--- src/rtl/uart_rx_if.sv ---
// Receiver-side signal bundle for the UART subsystem: the 16x baud strobe and
// serial line going in, the frame-complete pulse, data byte and framing error
// coming out.
interface uart_rx_if;
   logic       tick;
   logic       rx;
   logic       rx_done_tick;
   logic [7:0] dout;
   logic       frame_err;

   // Receiver side: consumes tick/rx, produces the frame report.
   modport slave (
      input  tick,
      input  rx,
      output rx_done_tick,
      output dout,
      output frame_err
   );

   // Driver side: produces tick/rx, consumes the frame report.
   modport master (
      output tick,
      output rx,
      input  rx_done_tick,
      input  dout,
      input  frame_err
   );
endinterface

--- src/rtl/uart_rx.sv ---
// UART receiver with 16x oversampling. The asynchronous line is brought into
// the clk domain through two flops; the start bit is confirmed at mid-bit,
// data bits are shifted in LSB first at their centres, and the stop bit is
// sampled after SB_TICK_MAX+1 ticks. Each frame ends with a one-cycle
// rx_done_tick alongside the right-aligned byte and a framing-error flag.
module uart_rx #(
   parameter int unsigned DBIT_MAX    = 7,   // data bits minus 1, 4..7
   parameter int unsigned SB_TICK_MAX = 15   // stop-bit ticks minus 1, 15..31
) (
   input logic  clk,
   input logic  reset_n,
   uart_rx_if.slave bus
);

   typedef enum logic [1:0] {
      IDLE  = 2'd0,
      START = 2'd1,
      DATA  = 2'd2,
      STOP  = 2'd3
   } state_t;

   localparam logic [4:0] MID_START = 5'd7;
   localparam logic [4:0] BIT_END   = 5'd15;
   localparam logic [4:0] STOP_END  = 5'(SB_TICK_MAX);
   localparam logic [2:0] LAST_BIT  = 3'(DBIT_MAX);

   // Bits enter at the MSB, so a short word ends up in the top of the
   // register; shift it down so the byte is right-aligned with zero fill.
   function automatic logic [7:0] align_dout(input logic [7:0] sr);
      return sr >> (7 - DBIT_MAX);
   endfunction

   logic       rx_meta;
   logic       rx_s;
   state_t     state;
   logic [4:0] s_cnt;
   logic [2:0] n_cnt;
   logic [7:0] b_reg;
   logic       done_q;
   logic [7:0] dout_q;
   logic       ferr_q;

   // Two-flop synchroniser, reset to the idle-high line level so a reset
   // release never looks like a start edge.
   always_ff @(posedge clk or negedge reset_n) begin
      if (!reset_n) begin
         rx_meta <= 1'b1;
         rx_s    <= 1'b1;
      end else begin
         rx_meta <= bus.rx;
         rx_s    <= rx_meta;
      end
   end

   // Frame FSM with counters, shift register and registered frame report.
   always_ff @(posedge clk or negedge reset_n) begin
      if (!reset_n) begin
         state  <= IDLE;
         s_cnt  <= 5'd0;
         n_cnt  <= 3'd0;
         b_reg  <= 8'd0;
         done_q <= 1'b0;
         dout_q <= 8'd0;
         ferr_q <= 1'b0;
      end else begin
         done_q <= 1'b0;
         unique case (state)
            // Start detection is clk-accurate; no tick is needed here.
            IDLE: begin
               if (!rx_s) begin
                  state <= START;
                  s_cnt <= 5'd0;
               end
            end
            // Confirm the start bit at its centre; a high line there is a glitch.
            START: begin
               if (bus.tick) begin
                  if (s_cnt == MID_START) begin
                     if (!rx_s) begin
                        state <= DATA;
                        s_cnt <= 5'd0;
                        n_cnt <= 3'd0;
                     end else begin
                        state <= IDLE;
                     end
                  end else begin
                     s_cnt <= s_cnt + 5'd1;
                  end
               end
            end
            // Sample each data bit one full bit time after the previous centre.
            DATA: begin
               if (bus.tick) begin
                  if (s_cnt == BIT_END) begin
                     s_cnt <= 5'd0;
                     b_reg <= {rx_s, b_reg[7:1]};
                     if (n_cnt == LAST_BIT) begin
                        state <= STOP;
                     end else begin
                        n_cnt <= n_cnt + 3'd1;
                     end
                  end else begin
                     s_cnt <= s_cnt + 5'd1;
                  end
               end
            end
            // Sample the stop bit and report the frame even when it is low,
            // returning to idle so an immediately following start is caught.
            STOP: begin
               if (bus.tick) begin
                  if (s_cnt == STOP_END) begin
                     state  <= IDLE;
                     done_q <= 1'b1;
                     dout_q <= align_dout(b_reg);
                     ferr_q <= ~rx_s;
                  end else begin
                     s_cnt <= s_cnt + 5'd1;
                  end
               end
            end
            default: state <= IDLE;
         endcase
      end
   end

   assign bus.rx_done_tick = done_q;
   assign bus.dout         = dout_q;
   assign bus.frame_err    = ferr_q;

endmodule

--- src/flat_wrapper.sv ---
// flat-port wrapper written by rule: the top's interface ports become plain ports
module uart_rx_flat 
#(
   parameter int unsigned DBIT_MAX    = 7,                             
   parameter int unsigned SB_TICK_MAX = 15                                    
)
  (clk, reset_n, bus_tick, bus_rx, bus_rx_done_tick, bus_dout, bus_frame_err);
  uart_rx_if bus_i ();
  input logic clk;
  input logic reset_n;
  input wire logic [$bits(bus_i.tick)-1:0] bus_tick;
  input wire logic [$bits(bus_i.rx)-1:0] bus_rx;
  output wire logic [$bits(bus_i.rx_done_tick)-1:0] bus_rx_done_tick;
  output wire logic [$bits(bus_i.dout)-1:0] bus_dout;
  output wire logic [$bits(bus_i.frame_err)-1:0] bus_frame_err;
  assign bus_i.tick = bus_tick;
  assign bus_i.rx = bus_rx;
  assign bus_rx_done_tick = bus_i.rx_done_tick;
  assign bus_dout = bus_i.dout;
  assign bus_frame_err = bus_i.frame_err;
  uart_rx #(.DBIT_MAX(DBIT_MAX), .SB_TICK_MAX(SB_TICK_MAX)) u_core (.clk(clk), .reset_n(reset_n), .bus(bus_i));
endmodule
--- config.mk ---
export PLATFORM = sky130hd
export DESIGN_NAME = uart_rx_flat
export DESIGN_NICKNAME = d
export VERILOG_FILES = /design/src/rtl/uart_rx_if.sv /design/src/rtl/uart_rx.sv /design/src/flat_wrapper.sv
export SDC_FILE = /design/constraint.sdc
export NUM_CORES = 1
export LEC_CHECK = 0
export CAP_MARGIN = 30
export CORE_ASPECT_RATIO = 1.2
export CORE_MARGIN = 5
export CORE_UTILIZATION = 49
export DETAILED_ROUTE_END_ITERATION = 7
export GPL_ROUTABILITY_DRIVEN = 0
export PLACE_DENSITY = 0.81
export SETUP_SLACK_MARGIN = 0.1
export SYNTH_ARGS = -nofsm -noshare
export SYNTH_HDL_FRONTEND = slang
export SYNTH_SLANG_ARGS = --single-unit
--- constraint.sdc ---
create_clock -name clk -period 3.3 [get_ports clk]
set_input_delay 0.825 -clock clk [delete_from_list [all_inputs] [get_ports clk]]
set_output_delay 0.825 -clock clk [all_outputs]
set_load 0.05 [all_outputs]
[Word-level counts from Yosys, hierarchy flattened]
Cells that the tools add are included.
Word-level totals
  bits in registers: 30
  word-level logic and storage cells: 64
  output and inout port bits: 10
Operators by class
  equal/unequal tests: 17
  $add $sub $neg: 2
  mux-type cells: 28
  bitwise operators: 1
  reduce and logical (&&, ||, !) cells: 7
Operators with widths (number)
  $mux 5: 7
  $pmux 5 s4: 1
  $mux 2: 9
  $mux 3: 6
  $ne 2x2->1 const B: 7
  $ne 2x1->1 const B: 4
  $pmux 2 s4: 1
  $reduce_and 8->1: 1
  $reduce_and 7->1: 1
  $pmux 3 s2: 1
  $reduce_and 3->1: 2
  $add 5x1->5 const B: 1
  $eq 5x3->1 const B: 1
  $eq 5x4->1 const B: 1
  $eq 2x2->1 const B: 2
  $reduce_and 4->1: 1
  $add 3x1->3 const B: 1
  $eq 3x3->1 const B: 1
  $mux 1: 3
  $eq 2x1->1 const B: 1
  $logic_not 2->1: 1
  $reduce_bool 2->1: 1
  $not 1->1: 1

[Longest topological paths before layout]
Gate-level depths: netlist (run 1).
  depth in word-level cells: 5
  gate-level depth with buffers: 8
  mapped depth without buffers: 8

[Least setup slack after synthesis (run 1)]
Ideal clock, no wire load.
  path type: register to register
  start point: register u_core.s_cnt[0]
  end point: register u_core.s_cnt[0]
  stages on the path, launching flop included: 9
  arrival: 1.831 ns
  slack: 1.344 ns
  cells stage by stage: dfrtp_1 ha_1 and3_1 ha_1 buf_2 a21bo_2 a21boi_2 o21ai_2 mux2_2
On the way
  longest elaborated chain between the ends: 4
RTL lines
  from (decl): line uart_rx.sv:36  | logic [4:0] s_cnt;
  from (signal assigned): line uart_rx.sv:87  | s_cnt <= s_cnt + 5'd1;
  from (signal assigned): line uart_rx.sv:103  | s_cnt <= s_cnt + 5'd1;
  from (signal assigned): line uart_rx.sv:117  | s_cnt <= s_cnt + 5'd1;
  $add 5x1->5, or another cell as far along: line uart_rx.sv:87, uart_rx.sv:103, uart_rx.sv:117
  $mux 5 (on tied branches): line uart_rx.sv:111, uart_rx.sv:78, uart_rx.sv:94
  $mux 5 (on tied branches): line uart_rx.sv:110, uart_rx.sv:77, uart_rx.sv:93
  $pmux 5 s4: line uart_rx.sv:67  | unique case (state)
Parallel ways exist; a longest one is shown, timed or not. The select of a mux whose other input is x is not followed.
A chain may end at the register's enable or synchronous reset.

[Final worst setup path (run 1)]
  start point: register u_core.dout_q[7], in the netlist u_core.bus.dout[7]
  end point: output port bus_dout[7]
RTL lines
  from (decl): line uart_rx.sv:40  | logic [7:0] dout_q;
  from (signal assigned): line uart_rx.sv:114  | dout_q <= align_dout(b_reg);
  to (decl): line flat_wrapper.sv:14  | output wire logic [$bits(bus_i.dout)-1:0] bus_dout;
No word-level cell between the ends.

==> results_dict.tcl, run 1 <==
set metrics [dict create \
    outcome "completed" \
    wl_met3_um 162 \
    cts_setup_buffers 0 \
    async_flop_share 1.000 \
    dieArea_mm2 0.004070 \
    cts_num_sinks 30 \
    fmaxAchievable_mhz 424.9 \
    cp_max_fo 2 \
    seq_area_frac_synth 0.5318 \
    ys_seq_elements 30 \
    switchingPower_w 0.0002698 \
    wl_met2_um 1210 \
    clkPwrFrac 0.299 \
    syn_avg_cell_area_um2 11.42 \
    final.setup.tns_ns 0 \
    ctsResizeCount 0 \
    seq_power_share 0.496 \
    antenna_found_initial 0 \
    worstPathRequired_ns 2.47 \
    fin_ws_ns 0.9465 \
    synth.cell_area_mm2 0.001416 \
    layout-drive-gt1-share 0.1986 \
    placed_area_mm2 0.001562 \
    start_util 0.5085 \
    crit_chain "clkdlybuf4s50_1" \
    yosys.cell_types.count 34 \
    grt-ovfl-total 0 \
    crit_path_max_incr_delay_ns 0.82 \
    antenna_left 0 \
    clock_path_buffers 2 \
    die_y_um 68.90 \
    synth_flop_cell "dfrtp_1" \
    slew_violations 0 \
    port_buffers 13 \
    coreArea_mm2 0.002785 \
    grt_pass1_vias 956 \
    numCtsBuffers 5 \
    dr.pass1.iters 4 \
    synthesis.nets 133 \
    crit_family "buffers and inverters" \
    fin_worst_skew_ns 0.008180 \
    vdd_ir_drop_max_v 0.0003818 \
    min_period_ns 2.353 \
    synth-edff-count 0 \
    power.leakage_nw 0.7864 \
    power_density_mw_per_mm2 584.8 \
    routedWlPerCell_um 13.79 \
    holdBufCountCts 0 \
    fill_cells 246 \
    htreeDepth 2 \
    critPathKind "reg -> out" \
    route.detailed.drc 0 \
    finalNetCount 149 \
    yosysMostFrequentCell "nand2_1" \
    yosys.area.top_type_share 0.4947 \
    clock-root-buffer "clkbuf_4" \
    fin_crit_sh 0.7132 \
    clk_latency_ns 0.33 \
    synth_cells 124 \
    synthTopCellsByCount "nand2_1, dfrtp_1, mux2_2, ha_1, inv_1" \
    arrival_ns 1.53 \
    power_frac_comb 0.205 \
    dp_slack_ns 0.8507 \
    wl_met1_um 990 \
    hold_violations 0 \
    grt_use_total 0.1456 \
    tightest_slew_ns 0.5131 \
    synth_area_leader_cell "dfrtp_1" \
    slew_headroom 0.6569 \
    wl_um 2414 \
    intPower_w 0.0006873 \
    pin_count 14 \
    grt_pass1_wl_um 4271 \
    final_util 0.5876 \
    grt_max_degree 31 \
    finalHoldWorstSlack_ns 0.3633 \
    maxCapViolations 0 \
    setup_viol 0 \
    synthToLayoutAreaGrowth_pct 15.55 \
    end_kind "output pin" \
    crit_slowest_cell "clkdlybuf4s50_1" \
    p_sw_frac 0.2819 \
    final_cell_area_mm2 0.001637 \
    dr.first_iter.drc_count 21 \
    num_antenna_cells 0 \
    cts_tree "done" \
    synth_area_leaders "dfrtp_1, nand2_1, mux2_2, ha_1, dfstp_2" \
    hp-class "reg -> reg" \
    cp.buffers_inverters 1 \
    top_layer "met4" \
    vias 920 \
    rsz0062_at_grt "false" \
    rows 21 \
    start_kind "register" \
    clk_pin_slew_ns 0.10 \
    drt-vias-per-instance 5.257 \
    dpl.hpwl_um 1669 \
    ys_warn_count 0 \
    die_x_um 59.08 \
]
-- power by group through the flow --
stage               Combinational (W)  Sequential [W]  Clock (W)
floorplan                    0.000180        0.000462          0
global placement             0.000188        0.000478          0
detailed placement           0.000198        0.000482          0
CTS                          0.000200        0.000474   0.000296
global route                 0.000222        0.000485   0.000312
finish                       0.000196        0.000475   0.000286
-- per-stage QoR --
step	power (W)	std cells
2_1_floorplan	0.0006418	124
3_3_place_gp	0.0006664	167
3_5_place_dp	0.0006801	167
4_1_cts	0.0009703	175
5_1_grt	0.001019	175
6_report	0.0009571	175
-- layer usage --
metal | up-vias | GRT usage
li1 | 447 | -
met1 | 449 | 0.1542
met2 | 17 | 0.2417
met3 | 7 | 0.07263
met4 | 0 | 0.06799
met5 | - | 0
-- logic make-up (layout without fill, tap and decap cells) --
family,after synthesis,count (layout),synth area share
AND/OR/NAND/NOR,50,50,0.1802
flip-flops,30,30,0.5318
AO/OA/AOI/OAI,14,14,0.08745
multiplexers,13,13,0.1095
buffers and inverters,11,28,0.04063
adder cells (fa/ha/maj),5,5,0.04417
XOR/XNOR,1,1,0.006185
-- cells in the final DEF (no fill, tap or decap), types with 2 or more instances in the layout --
master            n
clkbuf_1          2
mux2_2            9
nand4_1           2
inv_1             5
dfstp_2           2
o21ai_1           2
clkbuf_4          5
ha_1              5
nand3_1           4
nand3b_1          2
a22o_1            4
nand2_1          30
clkdlybuf4s50_1  13
nor2_1            2
mux2i_1           2
a21bo_2           2
nor2b_1           4
nand2b_1          2
dfrtp_1          28
-- area by class of cell --
class                           count  area, um^2  area share
Clock buffer                        7       45.04     0.02752
Inverter                            6       22.52     0.01376
Timing Repair Buffer               14       137.6     0.08410
Tap cell                           34       42.54     0.02599
Multi-Input combinational cell     83       605.6      0.3700
Clock inverter                      1       30.03     0.01835
Sequential cell                    30       753.2      0.4602
-- worst paths after layout --
path	startpoint	endpoint	slack, ns	cells past startpoint
worst min register to register	u_core.rx_meta$_DFF_PN1_	u_core.rx_s$_DFF_PN1_	0.36	0
max in group asynchronous	reset_n	u_core.rx_meta$_DFF_PN1_	2.11	2
worst max-delay path	u_core.bus.dout[7]$_DFFE_PN0P_	bus_dout[7]	0.95	1
worst min-delay path	u_core.rx_meta$_DFF_PN1_	u_core.rx_s$_DFF_PN1_	0.36	0
min in group asynchronous	reset_n	u_core.s_cnt[3]$_DFFE_PN0P_	0.86	2
worst max register to register	u_core.s_cnt[0]$_DFFE_PN0P_	u_core.bus.dout[4]$_DFFE_PN0P_	1.11	7
Power figures use the tool's default switching activity.
==> run 2: changes to the inputs <==
==> constraint.sdc (replaced) <==
create_clock -name clk -period 2.5 [get_ports clk]
set_input_delay 0.625 -clock clk [delete_from_list [all_inputs] [get_ports clk]]
set_output_delay 0.625 -clock clk [all_outputs]
set_load 0.05 [all_outputs]
==> results_dict.tcl, run 2 (synthesis results as in run 1) <==
set metrics [dict create \
    end_kind "output pin" \
    grt_use_total 0.1539 \
    p_sw_frac 0.2900 \
    final.setup.tns_ns 0 \
    drt-vias-per-instance 5.301 \
    power_frac_comb 0.213 \
    die_x_um 59.08 \
    critPathKind "reg -> out" \
    switchingPower_w 0.0003633 \
    port_buffers 13 \
    power.leakage_nw 0.7956 \
    fin_cells 176 \
    rows 21 \
    outcome "completed" \
    placed_area_mm2 0.001569 \
    antenna_left 0 \
    dr.pass1.iters 4 \
    worst-r2r-setup-slack_ns 0.42 \
    final_cell_area_mm2 0.001648 \
    start_kind "register" \
    min_period_ns 2.124 \
    rsz0062_at_grt "false" \
    route.detailed.drc 0 \
    layout_common_cells "nand2_1, dfrtp_1, clkdlybuf4s50_1" \
    tightest_slew_ns 0.5000 \
    crit_chain "clkdlybuf4s50_1" \
    arrival_ns 1.50 \
    clock_path_buffers 2 \
    cp_max_fo 2 \
    dp_cells 168 \
    cts_num_sinks 30 \
    fin_crit_sh 0.8497 \
    maxCapViolations 0 \
    vias 933 \
    synthToLayoutAreaGrowth_pct 16.34 \
    htreeDepth 2 \
    clk_pin_slew_ns 0.09 \
    crit_slowest_cell "clkdlybuf4s50_1" \
    clkPwrFrac 0.285 \
    numCtsBuffers 5 \
    worstPathRequired_ns 1.88 \
    start_util 0.5085 \
    grt_pass1_wl_um 4588 \
    holdBufCountCts 0 \
    slew_headroom 0.6656 \
    setup_viol 0 \
    coreArea_mm2 0.002785 \
    cp.buffers_inverters 1 \
    ctsResizeCount 0 \
    grt_pass1_vias 1024 \
    fin_worst_skew_ns 0.01438 \
    grt-ovfl-total 0 \
    antenna_found_initial 0 \
    power_density_mw_per_mm2 760.1 \
    pin_count 14 \
    vdd_ir_drop_max_v 0.0003904 \
    clock-root-buffer "clkbuf_4" \
    fill_cells 254 \
    crit_path_max_incr_delay_ns 0.81 \
    hp-class "reg -> reg" \
    cts_tree "done" \
    slew_violations 0 \
    hold_violations 0 \
    final_common_cell "nand2_1" \
    intPower_w 0.0008892 \
    dieArea_mm2 0.004070 \
    wl_um 2525 \
    finalNetCount 150 \
    crit_family "buffers and inverters" \
    clk_latency_ns 0.33 \
    grt_max_degree 31 \
    die_y_um 68.90 \
    cts_setup_buffers 0 \
    routedWlPerCell_um 14.35 \
    layout-drive-gt1-share 0.2183 \
    seq_power_share 0.502 \
    num_antenna_cells 0 \
    dpl.hpwl_um 1766 \
    fmaxAchievable_mhz 470.7 \
    dr.first_iter.drc_count 11 \
]
-- run 2: cell types whose count changed in the layout (fill, tap and decap cells not counted) --
cell,change
buf_4,+1
clkbuf_8,+3
clkbuf_1,-2
bufinv_16,-1
-- run 2: layer usage --
metal  GRT usage  vias up  part of all wire
met5           0        -                 0
met3     0.05400        7             0.043
met2      0.2583       15              0.51
met1      0.1732      459              0.43
met4     0.07649        0             0.018
li1            -      452                 -
-- run 2: cell type report --
cell class	instances	area (um^2)	area share
sequential	30	753.2	0.4571
multi-input combinational	83	605.6	0.3675
timing repair buffer	15	145.1	0.08808
clock buffer	8	78.83	0.04784
tap	34	42.54	0.02582
inverter	6	22.52	0.01367
-- run 2: worst paths after layout --
check,from,endpoint,cells after the start
worst min register to register,u_core.rx_meta$_DFF_PN1_,u_core.rx_s$_DFF_PN1_,0
max in group asynchronous,reset_n,u_core.rx_meta$_DFF_PN1_,2
worst max-delay path,u_core.bus.dout[0]$_DFFE_PN0P_,bus_dout[0],1
worst max register to register,u_core.s_cnt[0]$_DFFE_PN0P_,u_core.bus.dout[0]$_DFFE_PN0P_,7
worst min-delay path,u_core.rx_meta$_DFF_PN1_,u_core.rx_s$_DFF_PN1_,0
min in group asynchronous,reset_n,asynchronous set/reset pin,2
-- run 2: through the flow --
stage | setup slack (ns) | hold WS (ns) | util | total power [W]
after floorplan | 0.5439 | 0.3294 | - | 0.0008472
after global placement | 0.3034 | 0.3457 | 0.5633 | 0.0008829
after detailed placement | 0.2866 | 0.3470 | 0.5633 | 0.0009043
after CTS | 0.3485 | 0.3602 | 0.5916 | 0.001268
after global routing | 0.2368 | 0.3652 | 0.5916 | 0.001332
final | 0.3757 | 0.3590 | 0.5916 | 0.001253
-- run 2: power by group through the flow --
| stage | Combinational [W] | Clock [W] | Sequential [W] |
|---|---|---|---|
| 3_3_place_gp | 0.000252 | 0 | 0.000631 |
| 4_1_cts | 0.000272 | 0.000367 | 0.000629 |
| 6_report | 0.000267 | 0.000357 | 0.000629 |
| 3_5_place_dp | 0.000267 | 0 | 0.000637 |
| 2_1_floorplan | 0.000238 | 0 | 0.000610 |
| 5_1_grt | 0.000299 | 0.000390 | 0.000643 |
